==> src/rtl/router1x3_core_pkg.sv <==
// router1x3_core_pkg
// Shared types and constants for the 1x3 byte-packet router:
//   - DATA_W / FIFO_DEPTH / SOFT_RST_CYC defaults
//   - destination address codes (ADDR_0/1/2, ADDR_INVALID)
//   - FSM state enum
//   - addr_onehot(): address code -> one-hot output select
package router1x3_core_pkg;

  localparam int DATA_W       = 8;
  localparam int FIFO_DEPTH   = 16;
  localparam int SOFT_RST_CYC = 30;
  localparam int N_PORTS      = 3;

  localparam logic [1:0] ADDR_0       = 2'd0;
  localparam logic [1:0] ADDR_1       = 2'd1;
  localparam logic [1:0] ADDR_2       = 2'd2;
  localparam logic [1:0] ADDR_INVALID = 2'd3;

  typedef enum logic [2:0] {
    ST_DECODE,
    ST_LOAD_FIRST,
    ST_LOAD_DATA,
    ST_FULL,
    ST_LOAD_AFTER_FULL,
    ST_LOAD_PARITY,
    ST_CHECK_PARITY,
    ST_WAIT_EMPTY
  } state_t;

  // The invalid code maps to no output at all.
  function automatic logic [N_PORTS-1:0] addr_onehot(input logic [1:0] addr);
    case (addr)
      ADDR_0:  return 3'b001;
      ADDR_1:  return 3'b010;
      ADDR_2:  return 3'b100;
      default: return 3'b000;
    endcase
  endfunction

endpackage

==> src/rtl/router1x3_core_if.sv <==
// router1x3_core_if
// Bundles the router's source and consumer signals.
//   packet_valid, data_in : source byte stream (header/payload with valid=1, parity with valid=0)
//   read_enb[x]           : consumer x read request
//   data_out[x]           : FIFO x read data (one cycle after read_enb)
//   vldout[x]             : FIFO x non-empty
//   busy                  : source must hold data_in
//   err                   : parity mismatch on the last packet
// master = source/consumer side, slave = router side.
interface router1x3_core_if import router1x3_core_pkg::*; ();
  logic                            packet_valid;
  logic [DATA_W-1:0]               data_in;
  logic [N_PORTS-1:0]              read_enb;
  logic [N_PORTS-1:0][DATA_W-1:0]  data_out;
  logic [N_PORTS-1:0]              vldout;
  logic                            busy;
  logic                            err;

  modport master (
    output packet_valid, data_in, read_enb,
    input  data_out, vldout, busy, err
  );

  modport slave (
    input  packet_valid, data_in, read_enb,
    output data_out, vldout, busy, err
  );
endinterface

==> src/rtl/router_fifo.sv <==
// router_fifo
// One output FIFO of the router with an idle-flush ("soft reset") counter.
//   clk, resetn   : clock, asynchronous active-low reset
//   i_wr_en       : write request (dropped when full or flushing)
//   i_wr_data     : write data
//   i_rd_en       : read request; o_rd_data updates at the read edge
//   o_rd_data     : registered read data, holds when not reading
//   o_empty/o_full: occupancy flags
//   o_soft_rst    : high in the cycle whose edge flushes the FIFO
module router_fifo import router1x3_core_pkg::*; #(
  parameter int DEPTH    = FIFO_DEPTH,
  parameter int WIDTH    = DATA_W,
  parameter int SOFT_CYC = SOFT_RST_CYC
) (
  input  logic             clk,
  input  logic             resetn,
  input  logic             i_wr_en,
  input  logic [WIDTH-1:0] i_wr_data,
  input  logic             i_rd_en,
  output logic [WIDTH-1:0] o_rd_data,
  output logic             o_empty,
  output logic             o_full,
  output logic             o_soft_rst
);
  localparam int AW = $clog2(DEPTH);
  localparam int CW = $clog2(SOFT_CYC + 1);

  logic [WIDTH-1:0] r_mem [DEPTH];
  logic [AW:0]      r_wr_ptr;
  logic [AW:0]      r_rd_ptr;
  logic [CW-1:0]    r_idle_cnt;
  logic [WIDTH-1:0] r_rd_data;

  logic w_empty, w_full, w_do_wr, w_do_rd, w_idle, w_soft_rst;

  // Extra pointer MSB distinguishes full from empty when the indices match.
  assign w_empty    = (r_wr_ptr == r_rd_ptr);
  assign w_full     = (r_wr_ptr[AW] != r_rd_ptr[AW]) &&
                      (r_wr_ptr[AW-1:0] == r_rd_ptr[AW-1:0]);
  assign w_idle     = !w_empty && !i_rd_en;
  // Flush on the edge that completes SOFT_CYC consecutive unread cycles.
  assign w_soft_rst = w_idle && (r_idle_cnt == CW'(SOFT_CYC - 1));
  assign w_do_wr    = i_wr_en && !w_full && !w_soft_rst;
  assign w_do_rd    = i_rd_en && !w_empty;

  always_ff @(posedge clk) begin
    if (w_do_wr) r_mem[r_wr_ptr[AW-1:0]] <= i_wr_data;
  end

  always_ff @(posedge clk or negedge resetn) begin
    if (!resetn) begin
      r_wr_ptr   <= '0;
      r_rd_ptr   <= '0;
      r_idle_cnt <= '0;
      r_rd_data  <= '0;
    end else begin
      if (w_soft_rst) begin
        r_wr_ptr <= '0;
        r_rd_ptr <= '0;
      end else begin
        if (w_do_wr) r_wr_ptr <= r_wr_ptr + 1'b1;
        if (w_do_rd) r_rd_ptr <= r_rd_ptr + 1'b1;
      end
      if (w_do_rd) r_rd_data <= r_mem[r_rd_ptr[AW-1:0]];
      if (w_idle && !w_soft_rst) r_idle_cnt <= r_idle_cnt + CW'(1);
      else                       r_idle_cnt <= '0;
    end
  end

  assign o_rd_data  = r_rd_data;
  assign o_empty    = w_empty;
  assign o_full     = w_full;
  assign o_soft_rst = w_soft_rst;
endmodule

==> src/rtl/router1x3_core.sv <==
// router1x3_core
// 1-input, 3-output byte-packet router: decodes the header address, streams
// header/payload/parity into the selected FIFO, checks parity and applies
// backpressure with busy.
//   clk, resetn : clock, asynchronous active-low reset
//   bus         : router1x3_core_if slave (source stream, consumer reads,
//                 data_out/vldout per output, busy, err)
module router1x3_core import router1x3_core_pkg::*; (
  input  logic               clk,
  input  logic               resetn,
  router1x3_core_if.slave    bus
);
  state_t r_state, w_state_next;

  logic [1:0]        r_addr;
  logic [DATA_W-1:0] r_header, r_parity, r_rx_parity, r_hold;
  logic              r_hold_is_parity, r_err;

  logic [N_PORTS-1:0] w_empty, w_full, w_soft_rst, w_sel, w_dec_sel;
  logic               w_tgt_empty, w_tgt_full, w_tgt_soft, w_dec_empty, w_hdr_ok;
  logic               w_wr_en;
  logic [DATA_W-1:0]  w_wr_data;

  assign w_sel       = addr_onehot(r_addr);
  assign w_dec_sel   = addr_onehot(bus.data_in[1:0]);
  assign w_tgt_empty = |(w_empty & w_sel);
  assign w_tgt_full  = |(w_full & w_sel);
  assign w_tgt_soft  = |(w_soft_rst & w_sel);
  assign w_dec_empty = |(w_empty & w_dec_sel);
  assign w_hdr_ok    = bus.packet_valid && (bus.data_in[1:0] != ADDR_INVALID);

  always_ff @(posedge clk or negedge resetn) begin
    if (!resetn) r_state <= ST_DECODE;
    else         r_state <= w_state_next;
  end

  always_comb begin
    w_state_next = r_state;
    w_wr_en      = 1'b0;
    w_wr_data    = bus.data_in;
    unique case (r_state)
      ST_DECODE:
        if (w_hdr_ok) w_state_next = w_dec_empty ? ST_LOAD_FIRST : ST_WAIT_EMPTY;
      ST_WAIT_EMPTY:
        if (w_tgt_empty) w_state_next = ST_LOAD_FIRST;
      ST_LOAD_FIRST: begin
        w_wr_en      = 1'b1;
        w_wr_data    = r_header;
        w_state_next = ST_LOAD_DATA;
      end
      ST_LOAD_DATA:
        if (!bus.packet_valid) w_state_next = ST_LOAD_PARITY;
        else if (w_tgt_full)   w_state_next = ST_FULL;
        else                   w_wr_en      = 1'b1;
      ST_FULL:
        if (!w_tgt_full) w_state_next = ST_LOAD_AFTER_FULL;
      ST_LOAD_AFTER_FULL: begin
        w_wr_en      = 1'b1;
        w_wr_data    = r_hold;
        w_state_next = r_hold_is_parity ? ST_CHECK_PARITY : ST_LOAD_DATA;
      end
      ST_LOAD_PARITY:
        if (w_tgt_full) w_state_next = ST_FULL;
        else begin
          w_wr_en      = 1'b1;
          w_wr_data    = r_rx_parity;
          w_state_next = ST_CHECK_PARITY;
        end
      ST_CHECK_PARITY:
        w_state_next = ST_DECODE;
      default:
        w_state_next = ST_DECODE;
    endcase
    // A flush of the FIFO being loaded abandons the packet.
    if (r_state != ST_DECODE && w_tgt_soft) begin
      w_state_next = ST_DECODE;
      w_wr_en      = 1'b0;
    end
  end

  always_ff @(posedge clk or negedge resetn) begin
    if (!resetn) begin
      r_addr           <= '0;
      r_header         <= '0;
      r_parity         <= '0;
      r_rx_parity      <= '0;
      r_hold           <= '0;
      r_hold_is_parity <= 1'b0;
      r_err            <= 1'b0;
    end else begin
      case (r_state)
        ST_DECODE:
          if (w_hdr_ok) begin
            r_header <= bus.data_in;
            r_addr   <= bus.data_in[1:0];
            r_parity <= bus.data_in;
          end
        ST_LOAD_FIRST:
          r_err <= 1'b0;
        ST_LOAD_DATA:
          if (bus.packet_valid) begin
            // A byte parked in the hold register is still part of the packet.
            r_parity <= r_parity ^ bus.data_in;
            if (w_tgt_full) begin
              r_hold           <= bus.data_in;
              r_hold_is_parity <= 1'b0;
            end
          end else begin
            r_rx_parity <= bus.data_in;
          end
        ST_LOAD_PARITY:
          if (w_tgt_full) begin
            r_hold           <= r_rx_parity;
            r_hold_is_parity <= 1'b1;
          end
        ST_CHECK_PARITY:
          r_err <= (r_parity != r_rx_parity);
        default: ;
      endcase
    end
  end

  for (genvar gi = 0; gi < N_PORTS; gi++) begin : g_fifo
    logic [DATA_W-1:0] w_rd_data;
    router_fifo #(
      .DEPTH    (FIFO_DEPTH),
      .WIDTH    (DATA_W),
      .SOFT_CYC (SOFT_RST_CYC)
    ) u_fifo (
      .clk        (clk),
      .resetn     (resetn),
      .i_wr_en    (w_wr_en & w_sel[gi]),
      .i_wr_data  (w_wr_data),
      .i_rd_en    (bus.read_enb[gi]),
      .o_rd_data  (w_rd_data),
      .o_empty    (w_empty[gi]),
      .o_full     (w_full[gi]),
      .o_soft_rst (w_soft_rst[gi])
    );
    assign bus.data_out[gi] = w_rd_data;
  end

  assign bus.vldout = ~w_empty;
  assign bus.busy   = !((r_state == ST_DECODE) || (r_state == ST_LOAD_DATA));
  assign bus.err    = r_err;
endmodule

==> src/flat_wrapper.sv <==
// flat-port wrapper written by rule: the top's interface ports become plain ports
module router1x3_core_flat import router1x3_core_pkg::*;
  (clk, resetn, bus_packet_valid, bus_data_in, bus_read_enb, bus_data_out, bus_vldout, bus_busy, bus_err);
  router1x3_core_if bus_i ();
  input  logic clk;
  input  logic resetn;
  input wire logic [$bits(bus_i.packet_valid)-1:0] bus_packet_valid;
  input wire logic [$bits(bus_i.data_in)-1:0] bus_data_in;
  input wire logic [$bits(bus_i.read_enb)-1:0] bus_read_enb;
  output wire logic [$bits(bus_i.data_out)-1:0] bus_data_out;
  output wire logic [$bits(bus_i.vldout)-1:0] bus_vldout;
  output wire logic [$bits(bus_i.busy)-1:0] bus_busy;
  output wire logic [$bits(bus_i.err)-1:0] bus_err;
  assign bus_i.packet_valid = bus_packet_valid;
  assign bus_i.data_in = bus_data_in;
  assign bus_i.read_enb = bus_read_enb;
  assign bus_data_out = bus_i.data_out;
  assign bus_vldout = bus_i.vldout;
  assign bus_busy = bus_i.busy;
  assign bus_err = bus_i.err;
  router1x3_core u_core (.clk(clk), .resetn(resetn), .bus(bus_i));
endmodule
==> config.mk <==
export PLATFORM = sky130hd
export DESIGN_NAME = router1x3_core_flat
export DESIGN_NICKNAME = d
export VERILOG_FILES = /design/src/rtl/router1x3_core_pkg.sv /design/src/rtl/router1x3_core_if.sv /design/src/rtl/router_fifo.sv /design/src/rtl/router1x3_core.sv /design/src/flat_wrapper.sv
export SDC_FILE = /design/constraint.sdc
export NUM_CORES = 1
export LEC_CHECK = 0
export BUFFER_PORTS_ARGS = -buffer_cell sky130_fd_sc_hd__buf_2
export CAP_MARGIN = 10
export CORE_MARGIN = 2
export CORE_UTILIZATION = 45
export CTS_CLUSTER_DIAMETER = 80
export DETAILED_ROUTE_END_ITERATION = 16
export GPL_TIMING_DRIVEN = 0
export HOLD_SLACK_MARGIN = 0.06
export PLACE_DENSITY = 0.64
export SYNTH_ARGS = -nofsm -noshare
export SYNTH_HDL_FRONTEND = slang
export SYNTH_SLANG_ARGS = --single-unit
export TNS_END_PERCENT = 10
==> constraint.sdc <==
create_clock -name clk -period 4.3 [get_ports clk]
set_input_delay 0.86 -clock clk [delete_from_list [all_inputs] [get_ports clk]]
set_output_delay 0.86 -clock clk [all_outputs]
set_load 0.03 [all_outputs]
==> After elaboration in Yosys (flattened, before gate mapping) <==
Memories as Yosys holds them, arrays and structs flattened. A register that Yosys moved wholly into a read port is not among the register bits.
Cells that the tools add are included.
{ "word_totals": {"inputBits": 14, "regBits": 84, "memories": 3, "elab_cells": 186, "out_inout_bits": 29, "ram_bits": 384} }
{ "classes": {"eq_ne": 33, "bitwise_logic": 10, "addsub": 9, "muxes": 51, "n_reduce_logical": 63} }
{ "mem_list": {"columns": ["memory", "words", "width", "rd", "rd_clocked_by_memory_dff", "write_ports", "line", "source"], "rows": [
  ["u_core.g_fifo[0].u_fifo.r_mem", 16, 8, 1, 1, 1, "router_fifo.sv:28", "logic [WIDTH-1:0] r_mem [DEPTH];"],
  ["u_core.g_fifo[1].u_fifo.r_mem", 16, 8, 1, 1, 1, "router_fifo.sv:28", null],
  ["u_core.g_fifo[2].u_fifo.r_mem", 16, 8, 1, 1, 1, "router_fifo.sv:28", null]
]} }
{ "ops": {"columns": ["operator", "n"], "rows": [
  ["$mux W5", 15],
  ["$mux W8", 6],
  ["$add A5 B1 Y5 const B", 9],
  ["$pmux W8 S2", 2],
  ["$mux W3", 9],
  ["$pmux W3 S8", 1],
  ["$pmux W8 S3", 1],
  ["$logic_and A1 B1 Y1", 23],
  ["$pmux W3 S3", 2],
  ["$reduce_bool A2 Y1", 9],
  ["$logic_not A1 Y1", 16],
  ["$eq A5 B5 Y1", 3],
  ["$eq A5 B5 Y1 const B", 3],
  ["$and A3 B3 Y3", 4],
  ["$eq A3 B3 Y1 const B", 4],
  ["$eq A4 B4 Y1", 3],
  ["$mux W1", 12],
  ["$reduce_or A3 Y1", 4],
  ["$ne A8 B8 Y1", 1],
  ["$reduce_and A4 Y1", 2],
  ["$xor A8 B8 Y8", 1],
  ["$eq A3 B2 Y1 const B", 2],
  ["$ne A2 B1 Y1 const B", 3],
  ["$ne A3 B1 Y1 const B", 2],
  ["19 further kinds", 29]
]} }

==> Logic depth before layout (Yosys ltp) <==
{ "logic_depth": {"depth_word": 13, "depth_mapped": 10, "depth_no_buf": 9} }

==> Hierarchy <==
Synthesis repeated with hierarchy kept, for this count alone.
{ "hier_totals": {"cells_unflattened": 1199, "area_unflattened_um2": 20522.2} }
{ "modules_own_cells": {"columns": ["module", "seq_area_each_um2", "n_inst", "area_each_um2", "cells_each"], "rows": [
  ["router_fifo at u_core.g_fifo[2].u_fifo", 4419.2, 1, 6150.9, 327],
  ["router_fifo at u_core.g_fifo[0].u_fifo", 4419.2, 1, 6085.8, 322],
  ["router_fifo at u_core.g_fifo[1].u_fifo", 4419.2, 1, 6077.1, 326],
  ["router1x3_core", 925.9, 1, 2208.4, 224]
]} }

==> Worst setup path before layout <==
OpenSTA, ideal clock, no wires.
{ "synth_path": {"path_type": "register -> register", "start": "register u_core.g_fifo[2].u_fifo.r_rd_ptr[0]", "end": "memory u_core.g_fifo[0].u_fifo.r_mem[0][6] (netlist bit), data pin", "slack_ns": 0.609, "t_arrival_ns": 3.228, "period_less_slack_ns": 3.691, "stages_incl_launch_ff": 9, "path_cell_list": "dfrtp_1 > buf_4 > xor2_1 > nor4_4 > nand3_1 > nand3_1 > clkbuf_1 > o21ai_0 > a21oi_1"} }
{ "synth_between": {"elab_chain_len": 6} }
{ "synth_rtl": {"columns": ["element", "line", "source"], "rows": [
  ["start: declaration", "router_fifo.sv:30", "logic [AW:0] r_rd_ptr;"],
  ["start signal: assignment", "router_fifo.sv:62", "if (w_do_rd) r_rd_ptr <= r_rd_ptr + 1'b1;"],
  ["$eq A4 B4 Y1", "router_fifo.sv:39", "(r_wr_ptr[AW-1:0] == r_rd_ptr[AW-1:0]);"],
  ["$logic_and A1 B1 Y1", "router_fifo.sv:38", "assign w_full = (r_wr_ptr[AW] != r_rd_ptr[AW]) &&"],
  ["$and A3 B3 Y3", "router1x3_core.sv:27", "assign w_tgt_full = |(w_full & w_sel);"],
  ["$reduce_or A3 Y1", "router1x3_core.sv:27", null],
  ["$mux W8", "router1x3_core.sv:63", "if (w_tgt_full) w_state_next = ST_FULL;"],
  ["$pmux W8 S3", "router1x3_core.sv:41", "unique case (r_state)"],
  ["named net u_core.g_fifo[0].u_fifo.i_wr_data[6]", "router_fifo.sv:18", "input logic [WIDTH-1:0] i_wr_data,"],
  ["end: declaration", "router_fifo.sv:28", null]
]} }
The timed path passes the listed nets, and every way through them passes these cells.

==> Worst setup path in the final report <==
{ "layout_path": {"start": "register u_core.g_fifo[2].u_fifo.r_rd_ptr[0]", "end": "memory u_core.g_fifo[2].u_fifo.r_mem[5][4] (netlist bit), data pin"} }
{ "layout_between": {"elab_chain_len": 6} }
{ "layout_rtl": {"columns": ["element", "line"], "rows": [
  ["$eq A4 B4 Y1", "router_fifo.sv:39"],
  ["$logic_and A1 B1 Y1", "router_fifo.sv:38"],
  ["$and A3 B3 Y3", "router1x3_core.sv:27"],
  ["$reduce_or A3 Y1", "router1x3_core.sv:27"],
  ["$mux W8", "router1x3_core.sv:63"],
  ["$pmux W8 S3", "router1x3_core.sv:41"],
  ["named net u_core.g_fifo[0].u_fifo.i_wr_data[4]", "router_fifo.sv:18"],
  ["end: declaration", "router_fifo.sv:28"]
]} }
The timed path passes the listed nets, and every way through them passes these cells.

==> results.sh <==
export IMPL_run_status="complete, no violations"
export IMPL_power_internal_w=0.0113
export IMPL_floorplan_die_area_um2=47400
export IMPL_numPortBuffers=40
export IMPL_worstPathBufferInverterCount=3
export IMPL_peak_freq_ghz=0.279
export IMPL_routed_wire_length_per_instance_um=22.9
export IMPL_detailroute_via_count=10900
export IMPL_grt_first_pass_wirelength_um=68300
export IMPL_critPathMostFrequentCell="nand3_1"
export IMPL_place_congestion=0.834
export IMPL_antenna_violations_before_repair=1
export IMPL_die_height_um=218
export IMPL_netlist_top_cells_count="384 x edfxtp_1, 120 x mux4_2, 106 x dfrtp_1"
export IMPL_ys_seq_area_share_pct=69.0
export IMPL_die_width_um=218
export IMPL_data_required_critical_path_ns=4.72
export IMPL_drive_above_1_share_pct=24.2
export IMPL_hold_path_class="input pin to asynchronous set/reset pin"
export IMPL_switchingPower_w=0.00593
export IMPL_timing_critical_path_from_type="flip-flop"
export IMPL_detailedRoute_firstIterationViolations=987
export IMPL_clock_path_buffers=3
export IMPL_worst_slack_ns=0.713
export IMPL_first_global_vias=11200
export IMPL_stdcell_count=1928
export IMPL_pin_count=43
export IMPL_path_delay_family="simple AND/OR/NAND/NOR gates"
export IMPL_setup_repair_after_global_routing_missed_its_margin="no"
export IMPL_pre_cts_slack_ns=0.700
export IMPL_gate_count_of_the_mapped_netlist=1186
export IMPL_critical_path_peak_fanout=28
export IMPL_post_synthesis_cell_type_with_the_largest_combined_area="edfxtp_1"
export IMPL_switching_share_pct=34.4
export IMPL_total_leakage_power_nw=8.09
export IMPL_fin_worst_skew_ns=0.0132
export IMPL_synth_ff_type="edfxtp_1"
export IMPL_timing_max_slew_rel_slack_pct=39.5
export IMPL_clock_sink_count=490
export IMPL_ys_ff_latch=490
export IMPL_synthDominantCellAreaShare_pct=56.1
export IMPL_firstDrtPassIters=5
export IMPL_synth_warnings=0
export IMPL_nNetsFinal=1322
export IMPL_number_of_placed_instances_taps_included=1835
export IMPL_hold_violations=0
export IMPL_clock_tree_htree_level_count=2
export IMPL_fin_worst_hold_slack_ns=0.115
export IMPL_path_class="flip-flop to flip-flop"
export IMPL_core_rowCount=78
export IMPL_synth_nets=1221
export IMPL_critical_path_arrival_ns=4.01
export IMPL_clockRootBuffer="clkbuf_16"
export IMPL_track_usage_pct=19.3
export IMPL_min_period_over_period_pct=83.4
export IMPL_largest_net_degree_at_the_start_of_global_routing=91
export IMPL_setup_violations=0
export IMPL_total_area_of_multi_input_combinational_cells_um2=6100
export IMPL_finalMaxSlewViolations=0
export IMPL_cp_cell_sequence="buf_4 -> xor2_1 -> nor4_4 -> nand3_1 -> nand3_1 -> clkbuf_1 -> o21ai_0 -> a21oi_4 -> buf_12"
export IMPL_dpl_hpwl_um=29100
export IMPL_register_area_um2=14200
export IMPL_critPathSlowestCell="a21oi_4"
export IMPL_detail_route_antenna_nets=0
export IMPL_viasPerCell=5.66
export IMPL_initial_util_pct=45.4
export IMPL_worst_path_largest_cell_delay_ns=0.66
export IMPL_worst_slew_pin_slew_ns=0.904
export IMPL_syn_area_um2=20600
export IMPL_max_cap_viol_count=0
export IMPL_seqPwrFrac_pct=40.1
export IMPL_area_growth_syn_to_layout_pct=13.6
export IMPL_yosysUniqueCellTypes=60
export IMPL_post_synth_edffs=384
export IMPL_fillCellCount=3669
export IMPL_cts_buffers=50
export IMPL_comb_power_share_pct=36.0
export IMPL_yosysMostFrequentCell="edfxtp_1"
export IMPL_share_clk_of_total_power_pct=23.9
export IMPL_syn_area_per_cell_um2=17.3
export IMPL_power_density_nw_per_um2=737
export IMPL_post_cts_setup_buffers=0
export IMPL_synth_async_reset_ratio_pct=21.6
export IMPL_synth_area_leaders="edfxtp_1 56%, mux4_2 13%, dfrtp_1 13%, mux2_2 2.2%, xor2_1 1.4%"
export IMPL_clock_latency_ns=0.60
export IMPL_clkSlewWorstSetupHoldPaths_ns=0.06
export IMPL_min_period_ns=3.59
export IMPL_cts_resized_gates=0
export IMPL_hold_buffers=0
export IMPL_antennaDiodeCount=0
export IMPL_drt_wl_total_um=44200
export IMPL_end_kind="flip-flop"
export IMPL_overflow=0
export IMPL_tritoncts="done"
export IMPL_core_area_um2=45300
export IMPL_ir_worst_vdd_mv=0.377
export IMPL_drc=0
-- area by class of cell --
type | instances | area share, %
well taps | 600 | 3.21
multi-input cells | 606 | 26.1
repair buffers | 49 | 1.78
plain buffers | 65 | 1.20
flip-flops and latches | 490 | 60.7
inverters | 25 | 0.402
clock inverters | 31 | 0.990
clock buffers | 62 | 5.64
-- sequential cells by signal, indices dropped and copies added (netlist names), 3 cells and up --
register	flops
u_core.g_fifo.u_fifo.r_rd_ptr	15
u_core.g_fifo.u_fifo.r_idle_cnt	15
u_core.r_rx_parity	8
u_core.r_parity	8
u_core.g_fifo.u_fifo.o_rd_data	24
u_core.r_state	3
u_core.r_header	8
u_core.g_fifo.u_fifo.r_wr_ptr	15
u_core.g_fifo.u_fifo.r_mem	384
u_core.r_hold	8
-- cells by family after synthesis --
logic type,share of synthesized area [%]
xor gates and xnor gates,2.04
and+or+nand+nor,6.16
muxes,15.9
buffers and inverters,1.83
AOI/OAI and AO/OA,3.85
adders and majority gates,1.28
DFF,69.0
-- routing by layer --
layer / share of wire, % / track usage (%) / wire [um]
met4: 2.2 / 5.10 / 962
met1: 44 / 27.2 / 19300
met3: 4.9 / 3.50 / 2160
met2: 49 / 31.2 / 21800
met5: 0.020 / 0 / 9
-- layout by cell type (no fill, tap or decap), drive strengths merged, types with 2 or more instances in the layout --
cell / instances
mux2: 41
a211o: 3
a21boi: 2
a21oi: 54
ha: 21
mux4: 120
xor2: 34
nor2: 45
nand2: 49
xnor2: 14
o31ai: 3
mux2i: 10
and3: 39
o22ai: 8
nand2b: 15
nor4: 4
buf: 75
nor2b: 6
nand3b: 3
bufinv: 2
nand3: 39
edfxtp: 384
clkbuf: 101
clkinv: 22
dfrtp: 106
o211ai: 2
or3: 2
nand4: 5
and4bb: 4
o21a: 2
clkinvlp: 5
o21bai: 2
inv: 27
and4b: 8
nor3: 3
o21ai: 52
and2: 4
-- final timing paths --
check | from | to | slack, ns | cells after the start
max | u_core.g_fifo[2].u_fifo.r_rd_ptr[0] | u_core.g_fifo[2].u_fifo.r_mem[5][4] | 0.71 | 9
min | resetn | u_core.g_fifo[0].u_fifo.o_rd_data[1] | 0.11 | 1
max reg2reg | u_core.g_fifo[2].u_fifo.r_rd_ptr[0] | u_core.g_fifo[2].u_fifo.r_mem[5][4] | 0.71 | 9
min reg2reg | u_core.g_fifo[1].u_fifo.r_idle_cnt[0] | u_core.g_fifo[1].u_fifo.r_idle_cnt[0] | 0.49 | 1
max in group asynchronous | resetn | u_core.g_fifo[2].u_fifo.r_wr_ptr[1] | 3.41 | 2
min in group clk | u_core.g_fifo[1].u_fifo.r_idle_cnt[0] | u_core.g_fifo[1].u_fifo.r_idle_cnt[0] | 0.49 | 1
-- through the flow --
stage               total power, W  setup TNS [ns]  cell area (um2)  util, %
detailed placement          0.0133               0            21800     48.2
global placement            0.0129         -687.50            21500     47.5
CTS                         0.0174               0            23400     51.6
floorplan                   0.0111               0            20600        -
finish                      0.0172               0            23400     51.6
global route                0.0181               0            23400     51.6
-- power by group through the flow --
| stage | Combinational, W | Clock [W] | Sequential, W |
|---|---|---|---|
| finish | 0.00621 | 0.00411 | 0.00690 |
| global route | 0.00675 | 0.00439 | 0.00698 |
| global placement | 0.00580 | 0 | 0.00710 |
| CTS | 0.00630 | 0.00420 | 0.00690 |
| detailed placement | 0.00628 | 0 | 0.00699 |
| floorplan | 0.00389 | 0 | 0.00718 |
(Power assumes the default switching activity.)
